**config.mk**
```make
export PLATFORM = sky130hd
export DESIGN_NAME = uart_tx_scheduler
export DESIGN_NICKNAME = d
export VERILOG_FILES = /design/src/rtl/uart_tx_scheduler.sv
export SDC_FILE = /design/constraint.sdc
export NUM_CORES = 1
export LEC_CHECK = 0
export ABC_CLOCK_PERIOD_IN_PS = 3230
export BUFFER_PORTS_ARGS = -buffer_cell sky130_fd_sc_hd__buf_2
export CORE_MARGIN = 10
export CORE_UTILIZATION = 32
export DETAILED_ROUTE_END_ITERATION = 10
export PLACE_DENSITY = 0.61
export SLEW_MARGIN = 20
export SYNTH_ARGS = -nofsm -noshare
export SYNTH_HDL_FRONTEND = slang
export SYNTH_SLANG_ARGS = --single-unit
```
**constraint.sdc**
```tcl
create_clock -name clk -period 3.23 [get_ports clk]
set_clock_uncertainty 0.05 [all_clocks]
set_input_delay 0.1615 -clock clk [delete_from_list [all_inputs] [get_ports clk]]
set_output_delay 0.1615 -clock clk [all_outputs]
set_load 0.1 [all_outputs]
```
**src/rtl/uart_tx_scheduler.sv**
```systemverilog
`default_nettype none
// ============================================================================
// Module   : uart_tx_scheduler
// Purpose  : Round-robin arbiter for two 32-bit word requesters that sends the
//            granted word as four 8N1 UART bytes, most significant byte first.
// Revision : 1.0 - initial release
// ============================================================================
module uart_tx_scheduler #(
    parameter int CLKS_PER_BIT = 434
) (
    input  logic        clk,
    input  logic        reset,
    input  logic        req0,
    input  logic [31:0] data0,
    input  logic        req1,
    input  logic [31:0] data1,
    output logic        ack0,
    output logic        ack1,
    output logic        TxD,
    output logic        busy,
    output logic        done
);

    typedef enum logic [1:0] {
        ST_IDLE  = 2'd0,
        ST_START = 2'd1,
        ST_DATA  = 2'd2,
        ST_STOP  = 2'd3
    } state_t;

    localparam logic [15:0] C_BAUD_LAST = 16'(CLKS_PER_BIT - 1);

    state_t      state_q,    state_d;
    logic [15:0] baud_cnt_q, baud_cnt_d;
    logic [2:0]  bit_cnt_q,  bit_cnt_d;
    logic [1:0]  byte_cnt_q, byte_cnt_d;
    logic [31:0] word_q,     word_d;
    logic        prio_q,     prio_d;
    logic        txd_q,      txd_d;
    logic        busy_q,     busy_d;
    logic        ack0_q,     ack0_d;
    logic        ack1_q,     ack1_d;
    logic        done_q,     done_d;

    logic [7:0]  w_cur_byte;
    logic [2:0]  w_next_bit;
    logic        w_grant0;
    logic        w_grant1;
    logic        w_bit_end;

    // prio_q == 0 favours requester 0; it flips to the loser after every grant.
    assign w_grant0   = req0 & (~prio_q | ~req1);
    assign w_grant1   = req1 & ~w_grant0;
    assign w_bit_end  = (baud_cnt_q == C_BAUD_LAST);
    assign w_next_bit = bit_cnt_q + 3'd1;

    always_comb begin
        w_cur_byte = 8'h00;
        case (byte_cnt_q)
            2'd0:    w_cur_byte = word_q[31:24];
            2'd1:    w_cur_byte = word_q[23:16];
            2'd2:    w_cur_byte = word_q[15:8];
            default: w_cur_byte = word_q[7:0];
        endcase
    end

    always_comb begin
        state_d    = state_q;
        baud_cnt_d = baud_cnt_q;
        bit_cnt_d  = bit_cnt_q;
        byte_cnt_d = byte_cnt_q;
        word_d     = word_q;
        prio_d     = prio_q;
        txd_d      = txd_q;
        busy_d     = busy_q;
        ack0_d     = 1'b0;
        ack1_d     = 1'b0;
        done_d     = 1'b0;

        case (state_q)
            ST_IDLE: begin
                txd_d  = 1'b1;
                busy_d = 1'b0;
                if (w_grant0 || w_grant1) begin
                    word_d     = w_grant0 ? data0 : data1;
                    ack0_d     = w_grant0;
                    ack1_d     = w_grant1;
                    prio_d     = w_grant0;
                    state_d    = ST_START;
                    txd_d      = 1'b0;
                    busy_d     = 1'b1;
                    baud_cnt_d = 16'd0;
                    bit_cnt_d  = 3'd0;
                    byte_cnt_d = 2'd0;
                end
            end

            ST_START: begin
                if (w_bit_end) begin
                    baud_cnt_d = 16'd0;
                    bit_cnt_d  = 3'd0;
                    state_d    = ST_DATA;
                    txd_d      = w_cur_byte[0];
                end else begin
                    baud_cnt_d = baud_cnt_q + 16'd1;
                end
            end

            ST_DATA: begin
                if (w_bit_end) begin
                    baud_cnt_d = 16'd0;
                    if (bit_cnt_q == 3'd7) begin
                        state_d = ST_STOP;
                        txd_d   = 1'b1;
                    end else begin
                        bit_cnt_d = w_next_bit;
                        txd_d     = w_cur_byte[w_next_bit];
                    end
                end else begin
                    baud_cnt_d = baud_cnt_q + 16'd1;
                end
            end

            ST_STOP: begin
                if (w_bit_end) begin
                    baud_cnt_d = 16'd0;
                    if (byte_cnt_q == 2'd3) begin
                        state_d    = ST_IDLE;
                        byte_cnt_d = 2'd0;
                        done_d     = 1'b1;
                        busy_d     = 1'b0;
                        txd_d      = 1'b1;
                    end else begin
                        // Next start bit follows the stop bit with no idle gap.
                        byte_cnt_d = byte_cnt_q + 2'd1;
                        state_d    = ST_START;
                        txd_d      = 1'b0;
                    end
                end else begin
                    baud_cnt_d = baud_cnt_q + 16'd1;
                end
            end

            default: begin
                state_d = ST_IDLE;
                txd_d   = 1'b1;
                busy_d  = 1'b0;
            end
        endcase
    end

    always_ff @(posedge clk) begin
        if (reset) begin
            state_q    <= ST_IDLE;
            baud_cnt_q <= 16'd0;
            bit_cnt_q  <= 3'd0;
            byte_cnt_q <= 2'd0;
            word_q     <= 32'd0;
            prio_q     <= 1'b0;
            txd_q      <= 1'b1;
            busy_q     <= 1'b0;
            ack0_q     <= 1'b0;
            ack1_q     <= 1'b0;
            done_q     <= 1'b0;
        end else begin
            state_q    <= state_d;
            baud_cnt_q <= baud_cnt_d;
            bit_cnt_q  <= bit_cnt_d;
            byte_cnt_q <= byte_cnt_d;
            word_q     <= word_d;
            prio_q     <= prio_d;
            txd_q      <= txd_d;
            busy_q     <= busy_d;
            ack0_q     <= ack0_d;
            ack1_q     <= ack1_d;
            done_q     <= done_d;
        end
    end

    assign ack0 = ack0_q;
    assign ack1 = ack1_q;
    assign TxD  = txd_q;
    assign busy = busy_q;
    assign done = done_q;

endmodule
`default_nettype wire
```
==> flow_summary.rst <==
.. list-table::
   :header-rows: 1

   * - Metric
     - Value
   * - Result of the run
     - finished clean
   * - Cells on Worst Hold Path
     - 3
   * - Maximum clock insertion buffer count
     - 2
   * - Top-Level Pins
     - 73
   * - Post-cts sizing count
     - 0
   * - Highest fanout seen on the critical path
     - 14
   * - Per-cell via count in the routed design
     - 4.95
   * - Async SR Flop Fraction
     - 0
   * - Total GRT Usage
     - 0.110
   * - Worst reg2reg setup slack
     - 960 ps
   * - Number of placement rows
     - 36
   * - Share of Yosys cell area claimed by the top area cell type
     - 0.379
   * - Share of post-route cells with drive strength above 1
     - 0.233
   * - Reg2reg path depth
     - 7
   * - Horizontal die dimension
     - 120 um
   * - Final critical path time including I/O delays and setup
     - 2270 ps
   * - Hold Crit Class
     - primary input to flip-flop
   * - Filler Cells Inserted
     - 1,028
   * - CTS tree
     - built
   * - Worst Setup Start Kind
     - flip-flop
   * - CTS clk-pin slew, worst paths
     - 70 ps
   * - Cells after Synth
     - 361
   * - Insertion delay of the later-clocked pin in the worst-skew pair
     - 340 ps
   * - Average cell area after synthesis
     - 8.93 um2
   * - Max-cap violations
     - 0
   * - Total standard cell area after synthesis
     - 0.00322 mm2
   * - Layout Cells excl Fill
     - 557
   * - Total gr overflow
     - 0
   * - Top cell type by total area after synthesis
     - sky130_fd_sc_hd__dfxtp_1
   * - HPWL after DPL
     - 5940 um
   * - Wire length of the first global-routing pass
     - 13,300 um
   * - Worst Setup End Kind
     - flip-flop
   * - Unrepaired setup endpoints after global routing
     - no
   * - DRC violations left
     - 0
   * - Number of antenna violations at the first check in global routing
     - 0
   * - Startpoint of the most critical hold path
     - req1
   * - Total number of vias
     - 2,757
   * - Crit path buffers/inverters
     - 1
   * - Number of pins with negative max-slew slack in the final report
     - 0
   * - LEAKAGE
     - 1.59 nW
   * - Initial cell density of the core
     - 0.330
   * - Number of distinct standard cells referenced by the synthesized netlist
     - 50
   * - Hold violation total from the final report
     - 0
   * - Routed wire per std cell
     - 14.2 um
   * - Commonest non-fill, non-tap cell in the layout
     - sky130_fd_sc_hd__buf_2
   * - Total CTS buffers
     - 9
   * - Crit path required time
     - 3390 ps
   * - Number of levels in the clock H-tree
     - 3
   * - Pin count of the biggest net entering global routing
     - 50
   * - Routed wire length
     - 7920 um
   * - Fin nets
     - 501
   * - Count of endpoints failing setup in the final report
     - 0
   * - Max incr delay on CP
     - 480 ps
   * - Total number of yosys warnings
     - 0
   * - Hold-critical path endpoint
     - ack1
   * - Synthesis-stage register bit count
     - 61
   * - Number of buffers added to fix hold violations after cts
     - 0
   * - Number of global-route vias before repair
     - 2,879
   * - Commonest register cell after synthesis
     - sky130_fd_sc_hd__dfxtp_1
   * - Number of enable flip-flop cells after synthesis
     - 0
   * - Number of I/O port buffers
     - 72
   * - Power density normalized to cell area
     - 698 mW/mm2
   * - RePlAce Congestion
     - 0.799
   * - Worst reg2reg path startpoint
     - state_q[0]
   * - Setup Total Neg Slack
     - 0 ps
   * - Maximum frequency from static timing analysis
     - 441 MHz
   * - Count of inserted antenna diode cells
     - 0
   * - Number of post-CTS setup repair buffers
     - 0
   * - Vert. Die Dim
     - 120 um
   * - Placed cell count
     - 542
   * - Area growth syn-to-layout
     - 19.8%
   * - Number of clock sinks
     - 61
   * - Mapped Nets
     - 442
   * - Share of the yosys chip area belonging to registers
     - 0.379
   * - Path type of the worst setup path
     - flip-flop to flip-flop
   * - First drt pass iteration count
     - 6
   * - Ranking of synthesized cells by area
     - sky130_fd_sc_hd__dfxtp_1, sky130_fd_sc_hd__mux2i_1, sky130_fd_sc_hd__a211oi_1
   * - 1st-iter DRT viols
     - 183
   * - Root Buffer
     - sky130_fd_sc_hd__clkbuf_8
   * - Transition time at the pin with the least slew margin
     - 902 ps
   * - Relative slew slack
     - 0.399
   * - CP max-delay cell
     - sky130_fd_sc_hd__or3b_1
   * - Worst path cell trace
     - inv_1 > ha_1 > or3b_1 > nand4_1 > nor4_1 > xnor2_1 > nor2_1
   * - Overall die area
     - 0.0145 mm2
   * - IR Drop Worst-Case VDD
     - 0.296 mV
   * - Std-Cell Core Area
     - 0.00977 mm2
   * - Part of the cycle the worst path needs
     - 0.703
   * - Most frequent cells in the layout
     - sky130_fd_sc_hd__buf_2, sky130_fd_sc_hd__dfxtp_1, sky130_fd_sc_hd__nor2_1
   * - Capturing point of the worst reg2reg path
     - baud_cnt_q[15]
   * - Number of gates on the worst path with buffers counted
     - 7
   * - CP delay by family, top
     - simple AND/OR/NAND/NOR gates
   * - Arrival time reported for the critical path endpoint
     - 2430 ps
   * - Remaining antenna violation count after routing
     - 0
per-layer routing:
layer	vias to the layer above	GRT usage	routed length, um
met1	1239	0.139	3880
met4	0	0.0302	83
li1	1435	-	-
met3	10	0.0391	383
met2	73	0.173	3570
met5	-	0	0
tightest hold or removal path, delay by kind of cell:
| family | cells | cell delay, ps |
|---|---|---|
| buffers and inverters | 1 | 150 |
| AND/OR/NAND/NOR | 2 | 120 |
report_power, final:
group	internal, mW	switching [mW]
sequential	0.926	0.115
clock	0.391	0.294
combinational	0.367	0.600
cell type report:
cell class | count | area, um2 | share of cell area
clock buffers | 11 | 151 | 0.0392
flip-flops and latches | 61 | 1220 | 0.316
repair buffers | 75 | 383 | 0.0992
multi-input cells | 262 | 1850 | 0.479
clock inverters | 4 | 47.5 | 0.0123
inverters | 11 | 41.3 | 0.0107
well taps | 133 | 166 | 0.0431
per-stage QoR:
stage,utilization,power (mW),area [um2],hold slack [ps],setup WS (ps)
2_1_floorplan,-,1.80,3220,238,1280
6_report,0.395,2.69,3860,79.7,961
5_1_grt,0.395,2.89,3860,73.0,793
3_5_place_dp,0.375,2.03,3660,429,963
4_1_cts,0.395,2.73,3860,65.0,951
3_3_place_gp,0.375,2.01,3660,419,1100
cell families after synthesis:
logic type	Yosys count	share of synthesized area
AND/OR/NAND/NOR	114	0.179
XOR/XNOR	15	0.0408
multiplexers	34	0.106
adder cells (fa/ha/maj)	13	0.0505
buffers and inverters	38	0.0509
flip-flops	61	0.379
AO/OA/AOI/OAI	86	0.195
sequential cells by signal, indices dropped and copies added (netlist names):
register	flops
word_q	32
ack1	1
bit_cnt_q	3
ack0	1
busy	1
prio_q	1
done	1
state_q	2
baud_cnt_q	16
byte_cnt_q	2
TxD	1
synthesized netlist by cell type (7+ instances only):
library cell,n
sky130_fd_sc_hd__a211oi_1,37
sky130_fd_sc_hd__a21oi_1,11
sky130_fd_sc_hd__clkbuf_1,16
sky130_fd_sc_hd__dfxtp_1,61
sky130_fd_sc_hd__ha_1,13
sky130_fd_sc_hd__inv_1,11
sky130_fd_sc_hd__mux2i_1,34
sky130_fd_sc_hd__nand2_1,10
sky130_fd_sc_hd__nand4_1,8
sky130_fd_sc_hd__nor2_1,60
sky130_fd_sc_hd__o21ai_0,7
sky130_fd_sc_hd__xnor2_1,11
worst max path at each step:
stage                       start              to  slack [ps]
floorplan           byte_cnt_q[0]             TxD        1280
global route           state_q[0]  baud_cnt_q[15]         790
CTS                    state_q[0]  baud_cnt_q[15]         950
detailed placement     state_q[0]  baud_cnt_q[15]         960
global placement       state_q[0]  baud_cnt_q[15]        1100
finish                 state_q[0]  baud_cnt_q[15]         960
Power figures use the tool's default switching activity.
